## src/rtl/fifo_buffer.sv

```systemverilog
`default_nettype none
// ============================================================================
// Module   : fifo_buffer
// Summary  : Single-clock elastic FIFO with registered EMPTY/FULL flags.
//            Define FIFO_BUFFER_FWFT_EN for first-word fall-through output.
// Revision : 1.0 - initial release
// ============================================================================
module fifo_buffer #(
    parameter int WIDTH = 32,
    parameter int DEPTH = 32
) (
    input  logic             Clk,
    input  logic             Rst,
    input  logic             EN,
    input  logic             WR,
    input  logic             RD,
    input  logic [WIDTH-1:0] dataIn,
    output logic [WIDTH-1:0] dataOut,
    output logic             EMPTY,
    output logic             FULL
);

    localparam int AW = $clog2(DEPTH);
    localparam logic [AW:0] C_DEPTH = (AW+1)'(DEPTH);

    logic [WIDTH-1:0] mem_q [DEPTH];
    logic [AW-1:0]    wp_q, wp_d;
    logic [AW-1:0]    rp_q, rp_d;
    logic [AW:0]      cnt_q, cnt_d;
    logic             empty_q, full_q;
    logic             rd_ok, wr_ok;

    // A write into a full FIFO is allowed only when a read frees a slot this cycle.
    always_comb begin
        rd_ok = EN & RD & ~empty_q;
        wr_ok = EN & WR & (~full_q | rd_ok);
        wp_d  = wr_ok ? wp_q + AW'(1) : wp_q;
        rp_d  = rd_ok ? rp_q + AW'(1) : rp_q;
        cnt_d = cnt_q;
        case ({wr_ok, rd_ok})
            2'b10:   cnt_d = cnt_q + (AW+1)'(1);
            2'b01:   cnt_d = cnt_q - (AW+1)'(1);
            default: cnt_d = cnt_q;
        endcase
    end

    always_ff @(posedge Clk) begin
        if (Rst) begin
            wp_q    <= '0;
            rp_q    <= '0;
            cnt_q   <= '0;
            empty_q <= 1'b1;
            full_q  <= 1'b0;
        end else begin
            wp_q    <= wp_d;
            rp_q    <= rp_d;
            cnt_q   <= cnt_d;
            empty_q <= (cnt_d == '0);
            full_q  <= (cnt_d == C_DEPTH);
        end
    end

    // Storage is deliberately left unreset.
    always_ff @(posedge Clk) begin
        if (!Rst && wr_ok) begin
            mem_q[wp_q] <= dataIn;
        end
    end

`ifdef FIFO_BUFFER_FWFT_EN
    assign dataOut = empty_q ? '0 : mem_q[rp_q];
`else
    logic [WIDTH-1:0] dout_q;

    always_ff @(posedge Clk) begin
        if (Rst) begin
            dout_q <= '0;
        end else if (rd_ok) begin
            dout_q <= mem_q[rp_q];
        end
    end

    assign dataOut = dout_q;
`endif

    assign EMPTY = empty_q;
    assign FULL  = full_q;

endmodule
`default_nettype wire

```

## config.mk

```make
export PLATFORM = sky130hd
export DESIGN_NAME = fifo_buffer
export DESIGN_NICKNAME = d
export VERILOG_FILES = /design/src/rtl/fifo_buffer.sv
export SDC_FILE = /design/constraint.sdc
export NUM_CORES = 1
export LEC_CHECK = 0
export ABC_CLOCK_PERIOD_IN_PS = 3300
export CAP_MARGIN = 10
export CORE_AREA = 2 2 323 325
export DETAILED_ROUTE_END_ITERATION = 10
export DIE_AREA = 0 0 325 327
export GPL_TIMING_DRIVEN = 0
export SETUP_SLACK_MARGIN = 0.02
export SKIP_CTS_REPAIR_TIMING = 1
export SLEW_MARGIN = 10
export SYNTH_ARGS = -nofsm -noshare
export SYNTH_HDL_FRONTEND = slang
export SYNTH_SLANG_ARGS = --single-unit
```

## constraint.sdc

```tcl
create_clock -name Clk -period 3.3 [get_ports Clk]
set_input_delay 0.33 -clock Clk [delete_from_list [all_inputs] [get_ports Clk]]
set_output_delay 0.33 -clock Clk [all_outputs]
set_load 0.1 [all_outputs]
```

==> flow_metrics.py, run 1 <==
metrics = {
    "run_status": {
        "status": "completed",
    },
    "global_routing": {
        "grt_util_all_layers_pct": 18.3,
        "grt_pass1_vias": 20400,
        "grt_max_degree": 33,
        "grt_pass1_wl_mm": 141,
        "gr-total-overflow": 0,
        "antenna_found_initial": 2,
    },
    "route": {
        "drt_wl_total_mm": 98.1,
        "vias_per_cell": 5.53,
        "drc_errors": 0,
        "ant_nets": 0,
        "via_count": 19900,
        "drt_pass1_iterations": 5,
        "wl_per_cell_um": 27.2,
        "drtIter0Drc": 2188,
    },
    "clocking": {
        "clk_pin_slew_ps": 60,
        "cts.sinks": 1074,
        "ctsRootBufferMaster": "clkbuf_16",
        "cts_tree": "done",
        "clk_latency_ps": 690,
        "cts_made_buffers": 103,
        "htreeDepth": 3,
        "clockBufferDepth": 3,
    },
    "die": {
        "start_util_pct": 39.6,
        "rows": 118,
        "fp.dieH_um": 327,
        "ioPinCount": 71,
        "dieArea_sq_um": 106000,
        "dieWidth_um": 325,
        "fp.coreArea_sq_um": 103000,
    },
    "yosys": {
        "synth_top_area_share_pct": 75.4,
        "synth_flop_cell": "edfxtp_1",
        "synth_seq_cells": 1074,
        "async_reset_ff_share_pct": 0,
        "yosys.area.top_type": "edfxtp_1",
        "synthXorXnorAreaFrac_pct": 0.236,
        "synth_edf_count": 1024,
        "yosys_warnings": 0,
        "synth_fa_ha_area_share_pct": 0.245,
        "synth_compound_area_share_pct": 5.07,
        "synth_fp_nets": 1962,
        "synth.area.top_cells": "edfxtp_1 75%, mux4_2 11%, mux2i_1 3.2%, dfxtp_1 2.5%, a22o_1 1.3%",
        "synth_area_sq_um": 40800,
        "synth_top_family_by_area": "multiplexers",
        "syn_inst": 1917,
        "muxShareOfSynthArea_pct": 13.8,
        "synth-seq-area-share_pct": 77.8,
        "synth_cell_types": 51,
        "yosys.area_share.simple_pct": 1.30,
        "avgSynthCellArea_sq_um": 21.3,
    },
    "setup_path": {
        "slowest_stage": "buf_1",
        "cp_slowest_stage_delay_ps": 760,
        "worstSetupPathType": "register to register",
        "crit_family": "compound AO/OA/AOI/OAI gates",
        "path_cells": "buf_2, buf_1, mux4_2, a2111oi_2, a21oi_1, a22o_1",
        "critPathLaunchType": "register",
        "endpoint_kind": "register",
        "critPathRequiredTime_ps": 3850,
        "worstPathArrival_ps": 3750,
        "path_buf_inv": 2,
        "worstPathMaxFanout": 10,
    },
    "sta": {
        "setup_viol": 0,
        "period_needed_ps": 3200,
        "postLayoutSetupSlackWorst_ps": 102,
        "tightestPinTransition_ps": 1260,
        "clock_skew_ps": 28.8,
        "finalSetupTns_ps": 0,
        "fin_crit_sh_pct": 96.9,
        "max_slew_margin_pct": 15.7,
        "fin_hold_ws_ps": 203,
        "final-max-slew-violation-count": 0,
        "rsz0062_at_grt": "yes",
        "fmax_mhz": 313,
        "hold_viol": 0,
    },
    "finish": {
        "stdcell_area_sq_um": 47800,
        "drive_gt1_share_pct": 23.4,
        "area_growth_pct": 17.2,
        "fillers": 8449,
        "layout.nets": 2185,
    },
    "hold_path": {
        "hp-class": "primary input to register",
    },
    "power_and_ir_drop": {
        "power_mw": 28.4,
        "ir_worst_vdd_v": 0.000435,
        "power.density_nw_per_um2": 595,
        "power_leakage_nw": 14.4,
    },
    "place": {
        "routabilityCongestion": 0.794,
        "numPortBuffers": 70,
        "dpl.hpwl_mm": 63.9,
        "place_area_sq_um": 44100,
        "pre_cts_slack_ps": -510,
    },
    "run": {
        "drv_cap": 0,
    },
}
## state kept, by name, summed over array words and instances, names as in the netlist
signal and flops:
EMPTY 1, FULL 1, cnt_q 6, dataOut 32, mem_q 1024, rp_q 5, wp_q 5
## final cells by class
class	instances	area [sq um]	area share, %
timing repair buffer	118	1500	3.13
inverter	5	18.8	0.0393
clock inverter	62	734	1.54
antenna	1	2.50	0.00523
sequential	1074	31800	66.4
clock buffer	127	2720	5.68
multi-input combinational	723	8770	18.3
tap	1380	1730	3.61
buffer	115	594	1.24
## cells in the mapped netlist, drive strengths merged, types with 2 or more instances
cell type	instances
a2111oi	31
a211o	2
mux4	192
nor2	57
nand4	4
nand2	12
o221ai	32
nand2b	5
nor2b	6
ha	8
edfxtp	1024
o22ai	32
buf	52
xor2	8
and3	2
xnor2	3
mux2i	132
o21ai	3
clkbuf	63
nand3b	6
inv	5
dfxtp	50
nor3	4
o31ai	2
a22oi	31
a21oi	66
a22o	62
nand3	5
a31oi	3
## worst paths after layout
kind	slack, ps	end	depth (start not counted)	startpoint
max	100	dataOut[10]	6	rp_q[1]
min	200	mem_q[2][20]	1	dataIn[20]
max reg2reg	100	dataOut[10]	6	rp_q[1]
min reg2reg	480	dataOut[9]	1	dataOut[9]
## layout by cell type (no fill, tap or decap), types with 5 or more instances in the layout
cell type and count:
clkbuf_1 76, a22oi_1 31, clkdlybuf4s50_1 55, nand3b_1 6
clkinvlp_4 6, clkbuf_2 9, bufinv_16 12, nor2_1 22
nand2_1 12, clkbuf_8 5, nor2_4 33, clkinv_1 13
buf_1 8, buf_4 24, xor2_1 8, o22ai_1 32
nand2b_1 5, buf_2 31, a2111oi_2 16, o221ai_1 32
edfxtp_1 1024, ha_1 8, dfxtp_1 50, mux2i_1 132
a22o_1 62, clkinv_4 5, nand3_1 5, nor2b_1 6
a21oi_1 65, clkbuf_16 103, clkinv_2 17, buf_6 10
a2111oi_1 13, mux4_2 192, buf_12 34
## per-stage QoR
| stage | util (%) | instances |
|---|---|---|
| 6_report | 46.5 | 3605 |
| 5_1_grt | 46.5 | 3604 |
| 3_3_place_gp | 42.0 | 3367 |
| 3_5_place_dp | 42.9 | 3399 |
| 4_1_cts | 46.2 | 3588 |
| 2_1_floorplan | - | 1917 |
## per-layer routing
| layer | up-vias | share of wire (%) | GRT usage (%) |
|---|---|---|---|
| met5 | - | 0.012 | 0 |
| met4 | 2 | 2.7 | 6.20 |
| met3 | 127 | 5.8 | 2.85 |
| met2 | 653 | 49 | 30.2 |
| met1 | 10600 | 42 | 25.0 |
| li1 | 8543 | - | - |
## kinds of logic after synthesis
family / count (synthesis)
XOR/XNOR: 11
buffers and inverters: 120
AO/OA/AOI/OAI: 270
adder cells (fa/ha/maj): 8
multiplexers: 324
AND/OR/NAND/NOR: 110
flip-flops: 1074
## worst reg2reg max path, stage by stage (launching register included)
cell	delay (ps)
dfxtp_1	370
buf_2	350
buf_1	770
mux4_2	450
a2111oi_2	730
a21oi_1	170
a22o_1	230
## power breakdown
group / total, mW / internal (mW) / leakage (nW) / switching, mW
combinational: 1.51 / 0.562 / 3.12 / 0.946
sequential: 15.0 / 15.0 / 9.61 / 0.0357
clock: 11.9 / 6.85 / 1.67 / 5.08
(Power assumes the default switching activity.)
==> run 2, diff against run 1 <==
CAP_MARGIN = unset   (was 10)
==> flow_metrics.py, run 2 (same netlist as run 1, synthesis figures left out) <==
metrics = {
    "run_status": {
        "status": "completed",
    },
    "sta": {
        "period_needed_ps": 3250,
        "fin_hold_ws_ps": 196,
        "fin_crit_sh_pct": 98.4,
        "finalSetupTns_ps": 0,
        "fmax_mhz": 308,
        "tightestPinTransition_ps": 1250,
        "final-max-slew-violation-count": 0,
        "max_slew_margin_pct": 16.6,
        "hold_viol": 0,
        "clock_skew_ps": 27.4,
        "rsz0062_at_grt": "yes",
        "setup_viol": 0,
    },
    "die": {
        "fp.coreArea_sq_um": 103000,
        "start_util_pct": 39.6,
        "fp.dieH_um": 327,
        "rows": 118,
        "dieWidth_um": 325,
        "dieArea_sq_um": 106000,
        "ioPinCount": 71,
    },
    "place": {
        "place_area_sq_um": 44100,
        "dp_cells": 3399,
        "routabilityCongestion": 0.794,
        "dpl.hpwl_mm": 63.9,
        "numPortBuffers": 70,
    },
    "power_and_ir_drop": {
        "power.density_nw_per_um2": 596,
        "ir_worst_vdd_v": 0.000432,
        "power_leakage_nw": 14.4,
    },
    "route": {
        "ant_nets": 0,
        "via_count": 20000,
        "drc_errors": 0,
        "vias_per_cell": 5.55,
        "wl_per_cell_um": 27.2,
        "drt_pass1_iterations": 6,
        "drt_wl_total_mm": 98.2,
        "drtIter0Drc": 2208,
    },
    "global_routing": {
        "grt_pass1_wl_mm": 141,
        "grt_util_all_layers_pct": 18.3,
        "antenna_found_initial": 2,
        "gr-total-overflow": 0,
        "grt_pass1_vias": 20400,
        "grt_max_degree": 33,
    },
    "setup_path": {
        "slowest_stage": "a2111oi_2",
        "path_cells": "buf_2, buf_1, mux4_2, a2111oi_2, a21oi_1, a22o_1",
        "worstPathArrival_ps": 3800,
        "critPathLaunchType": "register",
        "worstSetupPathType": "register to register",
        "critPathRequiredTime_ps": 3850,
        "endpoint_kind": "register",
        "cp_slowest_stage_delay_ps": 770,
        "worstPathMaxFanout": 10,
    },
    "finish": {
        "fin_util_pct": 46.5,
        "area_growth_pct": 17.2,
        "layout.nets": 2184,
        "largest_register_ffs": 1024,
        "final_common_cell": "edfxtp_1",
        "top_register": "mem_q",
        "layout_common_cells": "1,024 x edfxtp_1, 192 x mux4_2, 132 x mux2i_1",
        "drive_gt1_share_pct": 23.4,
        "fin_cells": 3604,
        "stdcell_area_sq_um": 47800,
        "fillers": 8450,
    },
    "clocking": {
        "cts.sinks": 1074,
        "ctsRootBufferMaster": "clkbuf_16",
        "clk_latency_ps": 680,
        "cts_made_buffers": 103,
        "htreeDepth": 3,
        "clockBufferDepth": 3,
        "clk_pin_slew_ps": 70,
        "cts_tree": "done",
    },
    "hold_path": {
        "hp-class": "primary input to register",
    },
    "run": {
        "drv_cap": 0,
    },
}
==> run 2: layout make-up <==
class | instances | area [sq um] | area share, %
clock inverters | 62 | 734 | 1.54
well taps | 1380 | 1730 | 3.61
flip-flops and latches | 1074 | 31800 | 66.4
inverters | 5 | 18.8 | 0.0393
diodes | 1 | 2.50 | 0.00524
repair buffers | 117 | 1480 | 3.10
plain buffers | 115 | 594 | 1.24
clock buffers | 127 | 2720 | 5.69
multi-input cells | 723 | 8770 | 18.4
==> run 2: final timing paths <==
check             startpoint      endpoint  slack, ps  depth (start not counted)
setup / recovery     rp_q[1]   dataOut[10]         50                          6
hold / removal    dataIn[20]  mem_q[4][20]        200                          1
setup reg to reg     rp_q[1]   dataOut[10]         50                          6
hold reg to reg   dataOut[9]    dataOut[9]        480                          1
==> run 2: worst max-delay path, delay by kind of cell (launching register included) <==
family,cells,cell delay (ps)
compound gates,3,1160
buf+inv,2,1110
flops,1,380
mux,1,440
==> run 2: power breakdown <==
group / internal [mW] / leakage [nW] / switching (mW)
logic: 0.561 / 3.11 / 0.946
registers: 15.0 / 9.61 / 0.0357
clock network: 6.85 / 1.67 / 5.10
total: 22.4 / 14.4 / 6.08
==> run 2: metrics by stage <==
step / worst slack [ps] / power [mW]
floorplan: -330 / 16.2
global placement: -2200 / 16.8
detailed placement: -510 / 16.8
CTS: -291 / 28.7
global route: -5.82 / 29.3
finish: 53.0 / 28.5
==> run 2: per-layer routing <==
layer  global-route usage [%]  wire [um]
met1                     25.0      41500
met2                     30.2      48200
met5                        0         12
met4                     6.20       2630
met3                     2.85       5790
